--- src/rtl/array_col_feeder.sv ---
// Column feeder between the three column FIFOs and the 3x3 MAC array: lockstep pops, 0/1/2-cycle skew.
// Optional FEEDER_STALL_CNT_EN adds a saturating 16-bit stall_cnt output.
module array_col_feeder #(
    parameter int DATA_W = 32,
    parameter int TILE_K = 16,
    parameter int CNT_W  = 8
) (
    input  logic              clk,
    input  logic              rst,
    input  logic              start,
    input  logic              fifo_empty1,
    input  logic              fifo_empty2,
    input  logic              fifo_empty3,
    output logic              rd_en,
    input  logic [DATA_W-1:0] fifo_dout1,
    input  logic [DATA_W-1:0] fifo_dout2,
    input  logic [DATA_W-1:0] fifo_dout3,
    output logic [DATA_W-1:0] col_data1,
    output logic [DATA_W-1:0] col_data2,
    output logic [DATA_W-1:0] col_data3,
    output logic              col_valid1,
    output logic              col_valid2,
    output logic              col_valid3,
    output logic              busy,
    output logic              tile_done
`ifdef FEEDER_STALL_CNT_EN
    ,
    output logic [15:0]       stall_cnt
`endif
);

    typedef enum logic [1:0] {IDLE, RUN, FLUSH, DONE} state_t;

    localparam logic [CNT_W-1:0] TILE_K_C = CNT_W'(TILE_K);

    state_t            state;
    logic [CNT_W-1:0]  count;
    logic              all_ready;
    logic              pipe_empty;

    logic              rv;
    logic [DATA_W-1:0] c2_d;
    logic              c2_v;
    logic [DATA_W-1:0] c3_d0;
    logic              c3_v0;
    logic [DATA_W-1:0] c3_d1;
    logic              c3_v1;

    assign all_ready  = ~fifo_empty1 & ~fifo_empty2 & ~fifo_empty3;
    assign rd_en      = (state == RUN) & all_ready & (count < TILE_K_C);
    // Everything upstream of the column 3 output register has drained.
    assign pipe_empty = ~(rv | col_valid1 | c2_v | col_valid2 | c3_v0 | c3_v1);

    // Tile sequencing FSM with registered busy/tile_done.
    always_ff @(posedge clk or posedge rst) begin
        if (rst) begin
            state     <= IDLE;
            count     <= {CNT_W{1'b0}};
            busy      <= 1'b0;
            tile_done <= 1'b0;
        end else begin
            tile_done <= 1'b0;
            case (state)
                IDLE: begin
                    if (start) begin
                        state <= RUN;
                        count <= {CNT_W{1'b0}};
                        busy  <= 1'b1;
                    end
                end
                RUN: begin
                    if (count == TILE_K_C) begin
                        state <= FLUSH;
                    end else if (rd_en) begin
                        count <= count + CNT_W'(1);
                    end
                end
                FLUSH: begin
                    if (pipe_empty) begin
                        state     <= DONE;
                        busy      <= 1'b0;
                        tile_done <= 1'b1;
                    end
                end
                DONE: begin
                    state <= IDLE;
                end
                default: begin
                    state <= IDLE;
                    busy  <= 1'b0;
                end
            endcase
        end
    end

    // Skew pipeline; data registers load only with a valid word so outputs hold across bubbles.
    always_ff @(posedge clk or posedge rst) begin
        if (rst) begin
            rv         <= 1'b0;
            col_valid1 <= 1'b0;
            col_data1  <= {DATA_W{1'b0}};
            c2_v       <= 1'b0;
            c2_d       <= {DATA_W{1'b0}};
            col_valid2 <= 1'b0;
            col_data2  <= {DATA_W{1'b0}};
            c3_v0      <= 1'b0;
            c3_d0      <= {DATA_W{1'b0}};
            c3_v1      <= 1'b0;
            c3_d1      <= {DATA_W{1'b0}};
            col_valid3 <= 1'b0;
            col_data3  <= {DATA_W{1'b0}};
        end else begin
            rv         <= rd_en;
            col_valid1 <= rv;
            c2_v       <= rv;
            c3_v0      <= rv;
            col_valid2 <= c2_v;
            c3_v1      <= c3_v0;
            col_valid3 <= c3_v1;
            if (rv) begin
                col_data1 <= fifo_dout1;
                c2_d      <= fifo_dout2;
                c3_d0     <= fifo_dout3;
            end
            if (c2_v) begin
                col_data2 <= c2_d;
            end
            if (c3_v0) begin
                c3_d1 <= c3_d0;
            end
            if (c3_v1) begin
                col_data3 <= c3_d1;
            end
        end
    end

`ifdef FEEDER_STALL_CNT_EN
    // Saturating count of RUN cycles lost to an empty FIFO; held after the tile.
    always_ff @(posedge clk or posedge rst) begin
        if (rst) begin
            stall_cnt <= 16'h0000;
        end else if ((state == IDLE) && start) begin
            stall_cnt <= 16'h0000;
        end else if ((state == RUN) && (count < TILE_K_C) && !all_ready
                     && (stall_cnt != 16'hFFFF)) begin
            stall_cnt <= stall_cnt + 16'h0001;
        end
    end
`endif

endmodule

--- config.mk ---
export PLATFORM = sky130hd
export DESIGN_NAME = array_col_feeder
export DESIGN_NICKNAME = d
export VERILOG_FILES = /design/src/rtl/array_col_feeder.sv
export SDC_FILE = /design/constraint.sdc
export NUM_CORES = 1
export LEC_CHECK = 0
export ABC_AREA = 1
export BUFFER_PORTS_ARGS = -buffer_cell sky130_fd_sc_hd__buf_2
export CAP_MARGIN = 20
export CORE_MARGIN = 5
export CORE_UTILIZATION = 50
export CTS_CLUSTER_DIAMETER = 40
export CTS_CLUSTER_SIZE = 20
export DETAILED_ROUTE_END_ITERATION = 6
export PLACE_DENSITY = 0.76
export RECOVER_POWER = 100
export SLEW_MARGIN = 20
export SYNTH_ARGS = -nofsm -noshare
export SYNTH_HDL_FRONTEND = slang
export SYNTH_SLANG_ARGS = --single-unit
--- constraint.sdc ---
create_clock -name clk -period 16.95 [get_ports clk]
set_input_delay 0.8475 -clock clk [delete_from_list [all_inputs] [get_ports clk]]
set_output_delay 0.8475 -clock clk [all_outputs]
set_load 0.03 [all_outputs]
# [Yosys cells after proc, flatten, opt, wreduce, memory -nomap -nowiden]
# Cells that the tools add are included.
[classes] eq_ne=9 n_lt_le_gt_ge=1 bitwise_logic=12 n_addsub=1 n_mux=13 n_reduce_logical=6
[op_table] cell="2-to-1 mux 8 bit" n=3
[op_table] cell="case mux 8 bit (2 select lines)" n=1
[op_table] cell="adder 8 x 1 -> 8 bit (second input constant)" n=1
[op_table] cell="== test 8 x 5 -> 1 bit (second input constant)" n=1
[op_table] cell="less-than comparator 8 x 5 -> 1 bit (second input constant)" n=1
[op_table] cell="!= test 2 bit (second input constant)" n=4
[op_table] cell="case mux 2 bit (4 select lines)" n=1
[op_table] cell="2-to-1 mux 2 bit" n=3
[op_table] cell="AND reduction 3 bit" n=2
[op_table] cell="OR 1 bit" n=5
[op_table] cell="bitwise AND 1 bit" n=4
[op_table] cell="== test 2 bit (second input constant)" n=2
[op_table] cell="2-to-1 mux 1 bit" n=4
[op_table] cell="AND reduction 4 bit" n=1
[op_table] cell="nonzero test 2 bit" n=2
[op_table] cell="NOT 1 bit" n=3
[op_table] cell="== test 2 x 1 -> 1 bit (second input constant)" n=1
[op_table] cell="logical NOT 2 bit" n=1
[op_table] cell="!= test 2 x 1 -> 1 bit (second input constant)" n=1
[op_table] cell="case mux 1 bit (2 select lines)" n=1
[totals] wordCells=56 ff_bits=208 output_inout_bits=102

# [Logic depth before layout (Yosys ltp)]
[logic_depth] ltp_word=8 mapped_depth=10

# [Least setup slack after synthesis]
# OpenSTA, ideal clock, no wires.
[synth_timing] path_type="input to output" start="in fifo_empty1" end="out rd_en" t_required_ns=16.102 cell_stages=5 arrival_time_ns=1.313 path_buffers=0 setup_slack_ns=14.789 path_cell_list="inv_1 -> nand2_1 -> nor2_1 -> nand2_1 -> inv_1"
[synth_between] elab_chain_cells=5
[synth_rtl] item="start: declaration" line="11" source="input logic fifo_empty1,"
[synth_rtl] item="NOT 1 bit" line="49" source="assign all_ready = ~fifo_empty1 & ~fifo_empty2 & ~fifo_empty3;"
[synth_rtl] item="bitwise AND 1 bit (2 in series)" line="49"
[synth_rtl] item="bitwise AND 1 bit (2 in series)" line="50" source="assign rd_en = (state == RUN) & all_ready & (count < TILE_K_C);"
[synth_rtl] item="end: declaration" line="14" source="output logic rd_en,"
# Every way passes these cells.

# [Final worst setup path]
[layout_timing] start="reg rv" end="reg busy"
[layout_between] elab_chain_cells=7
[layout_rtl] item="start: declaration" line="41" source="logic rv;"
[layout_rtl] item="start signal: assignment" line="113" source="rv <= rd_en;"
[layout_rtl] item="OR 1 bit (5 in series)" line="52" source="assign pipe_empty = ~(rv | col_valid1 | c2_v | col_valid2 | c3_v0 | c3_v1);"
[layout_rtl] item="!= test 2 bit (no source line)"
[layout_rtl] item="AND reduction 3 bit (no source line)"
[layout_rtl] item="end signal: assignment" line="59" source="busy <= 1'b0;"
[layout_rtl] item="end signal: assignment" line="68" source="busy <= 1'b1;"
[layout_rtl] item="end signal: assignment" line="81" source="busy <= 1'b0;"
[layout_rtl] item="end: declaration" line="24" source="output logic busy,"
# Every way passes these cells.
# A chain may end at the register's enable or synchronous reset.

==> run_results.csv <==
group,metric,value,unit
outcome,status,"complete, but fails checks",
outcome,failed_checks,"max-capacitance violations, max-slew violations",
setup_path,start_kind,"register",
cts,cts_setup_buffers,0,
cts,hold_buffers,0,
cts,root_buffer,"clkbuf_16",
global_route,grt.total_usage,19.72,%
power,ir_drop,0.1240,mV
setup_path,reg2reg_depth,7,
sta,rsz0062_at_grt,"no",
synth,yosys_warnings,0,
synth,synth_area_per_cell,9.045,um2
sta,hold_viol,0,
routing,firstDrtPassIters,4,
global_route,grt_max_degree,138,
setup_path,cp-startpoint,"rv",
floorplan,chipWidth,135.7,um
hold_path,min_path_type,"register to register",
global_route,antenna_found_initial,2,
sta,holdWs,429.0,ps
sta,setup_tns,0,ps
power,p_per_area,212.2,nW/um2
sta,setup_viol,0,
setup_path,ff2ff_setup_slack,9670,ps
global_route,grt_pass1_wl,29790,um
routing,vias_per_cell,4.681,
floorplan,initial_utilization,50.31,%
synth,syn_nets,981,
floorplan,die_h,135.7,um
sta,fin_ws,9672,ps
sta,slew_violations,597,
synth,netlist_instances,874,
routing,num_vias,6128,
layout,drive_above_1_share,14.02,%
cts,cts_buffers,27,
setup_path,required,17400,ps
floorplan,dieArea,18430,um2
floorplan,pin_count,204,
synth,seq_area_frac_synth,65.84,%
sta,timing.final.crit_share,42.94,%
placed_design,post-place-ws,13670,ps
setup_path,timing.rr.end,"busy",
sta,finClkSkew,17.31,ps
setup_path,crit_type,"register to register",
global_route,overflow,0,
layout,final_cell_area,9889,um2
sta,slew_headroom,-292.2,%
synth,synth_seq_cells,208,
setup_path,critical_path_arrival,7730,ps
global_route,grt_pass1_vias,6149,
cts,clk_pin_slew_worst_paths,60,ps
cts,clk_path_buf_depth,3,
cts,clkSinkCount,208,
setup_path,cp-endpoint,"busy",
cts,h-tree-depth,1,
cts,cts_tree,"yes",
layout,fillers,1407,
placed_design,place_area,9067,um2
floorplan,num_rows,46,
sta,period_minus_slack,7278,ps
layout,layout_common_cells,"nand2_1, dfrtp_1, clkbuf_1",
synth,synthesis.area,7905,um2
power,p_leak,0.005196,uW
placed_design,io_buffer_count,203,
routing,wl,17960,um
placed_design,dpl.hpwl,11520,um
layout,final_common_cell,"nand2_1",
flow_run,maxCapViolCount,8,
cts,clk_latency,530,ps
layout,fin_cells,1309,
setup_path,end_kind,"register",
sta,max_freq,0.1374,GHz
routing,wl_per_cell,13.72,um
setup_path,regToRegStartpoint,"rv",
sta,worstMarginPinSlew,5851,ps
routing,drcViolationCount,0,
layout,area_growth,25.10,%
setup_path,crit_fanout,99,
floorplan,core,15710,um2
layout,nets,1177,
routing,drt_iter0_markers,311,
placed_design,dp_cells,1257,
placed_design,routabilityCongestion,0.7698,
routing,ant_nets,0,
synth,synthDistinctLibCells,19,
cts,post_cts_resized,0,
-- sequential cells by signal (all words and copies together), names as in the netlist, 2 cells and up --
register	count
c3_d0	32
col_data2	32
c2_d	32
col_data1	32
col_data3	32
c3_d1	32
state	2
count	8
-- how the worst min path moves through the flow --
stage | from | endpoint | slack (ps) | depth (start not counted)
after floorplan | rv | c3_v0 | 350 | 0
after global placement | c3_v1 | col_valid3 | 430 | 0
after detailed placement | c3_v1 | col_valid3 | 440 | 0
final | c3_v1 | col_valid3 | 430 | 0
after CTS | c3_v1 | col_valid3 | 450 | 0
after global routing | c3_v1 | col_valid3 | 440 | 0
-- cells in the mapped netlist --
cell / n / area (um2)
ha_1: 5 / 62.56
o21ai_0: 67 / 335.3
xor2_1: 2 / 17.52
dfrtp_1: 208 / 5205
o211ai_1: 1 / 7.510
clkbuf_1: 25 / 93.84
nor2_1: 6 / 22.52
a21oi_4: 1 / 16.27
a21oi_1: 3 / 15.01
buf_1: 1 / 3.750
nand2_1: 473 / 1775
nand2_4: 1 / 11.26
inv_1: 53 / 198.9
buf_2: 14 / 70.07
nand3_1: 9 / 45.04
clkinv_1: 2 / 7.510
xnor2_1: 1 / 8.760
nor3_1: 1 / 5.000
inv_2: 1 / 3.750
-- worst max-delay path, cell delays in order, from the launching register on --
cell	delay, ps
dfrtp_1	2480
clkinvlp_2	2680
clkbuf_1	1160
nand3_1	400
nand2_1	110
o211ai_1	130
nand2_1	80
o21ai_0	70
-- logic make-up after synthesis --
kind of cell / share of synthesized area (%)
flip-flops: 65.84
buffers and inverters: 4.780
AND/OR/NAND/NOR: 23.52
adder cells (fa/ha/maj): 0.7914
AO/OA/AOI/OAI: 4.733
XOR/XNOR: 0.3324
-- layer usage --
| metal | up-vias | GRT usage, % | wire length (um) |
|---|---|---|---|
| met1 | 2846 | 26.83 | 7801 |
| met5 | - | 0 | 0 |
| met3 | 34 | 4.978 | 1310 |
| met2 | 191 | 31.58 | 8504 |
| met4 | 0 | 5.935 | 348 |
| li1 | 3057 | - | - |
-- cell type report --
| cell class | count | area, um2 | share of cell area, % |
|---|---|---|---|
| clock inverters | 23 | 307.8 | 3.112 |
| repair buffers | 207 | 902.1 | 9.122 |
| multi-input cells | 570 | 2311 | 23.37 |
| diodes | 2 | 5.005 | 0.05061 |
| flip-flops and latches | 208 | 5205 | 52.63 |
| inverters | 56 | 212.7 | 2.151 |
| well taps | 216 | 270.3 | 2.733 |
| clock buffers | 27 | 675.6 | 6.832 |
-- power by group --
group          switching (uW)  internal, uW  leakage [uW]
logic                     466           161       0.00213
clock network             232           378      0.000479
registers                 128           733       0.00258
-- per-stage QoR --
step / total power [uW] / util, %
finish: 2098 / 62.94
global placement: 1499 / 57.71
detailed placement: 1528 / 57.71
global route: 2241 / 62.94
CTS: 2150 / 63.97
floorplan: 1307 / -
Power figures use the tool's default switching activity.
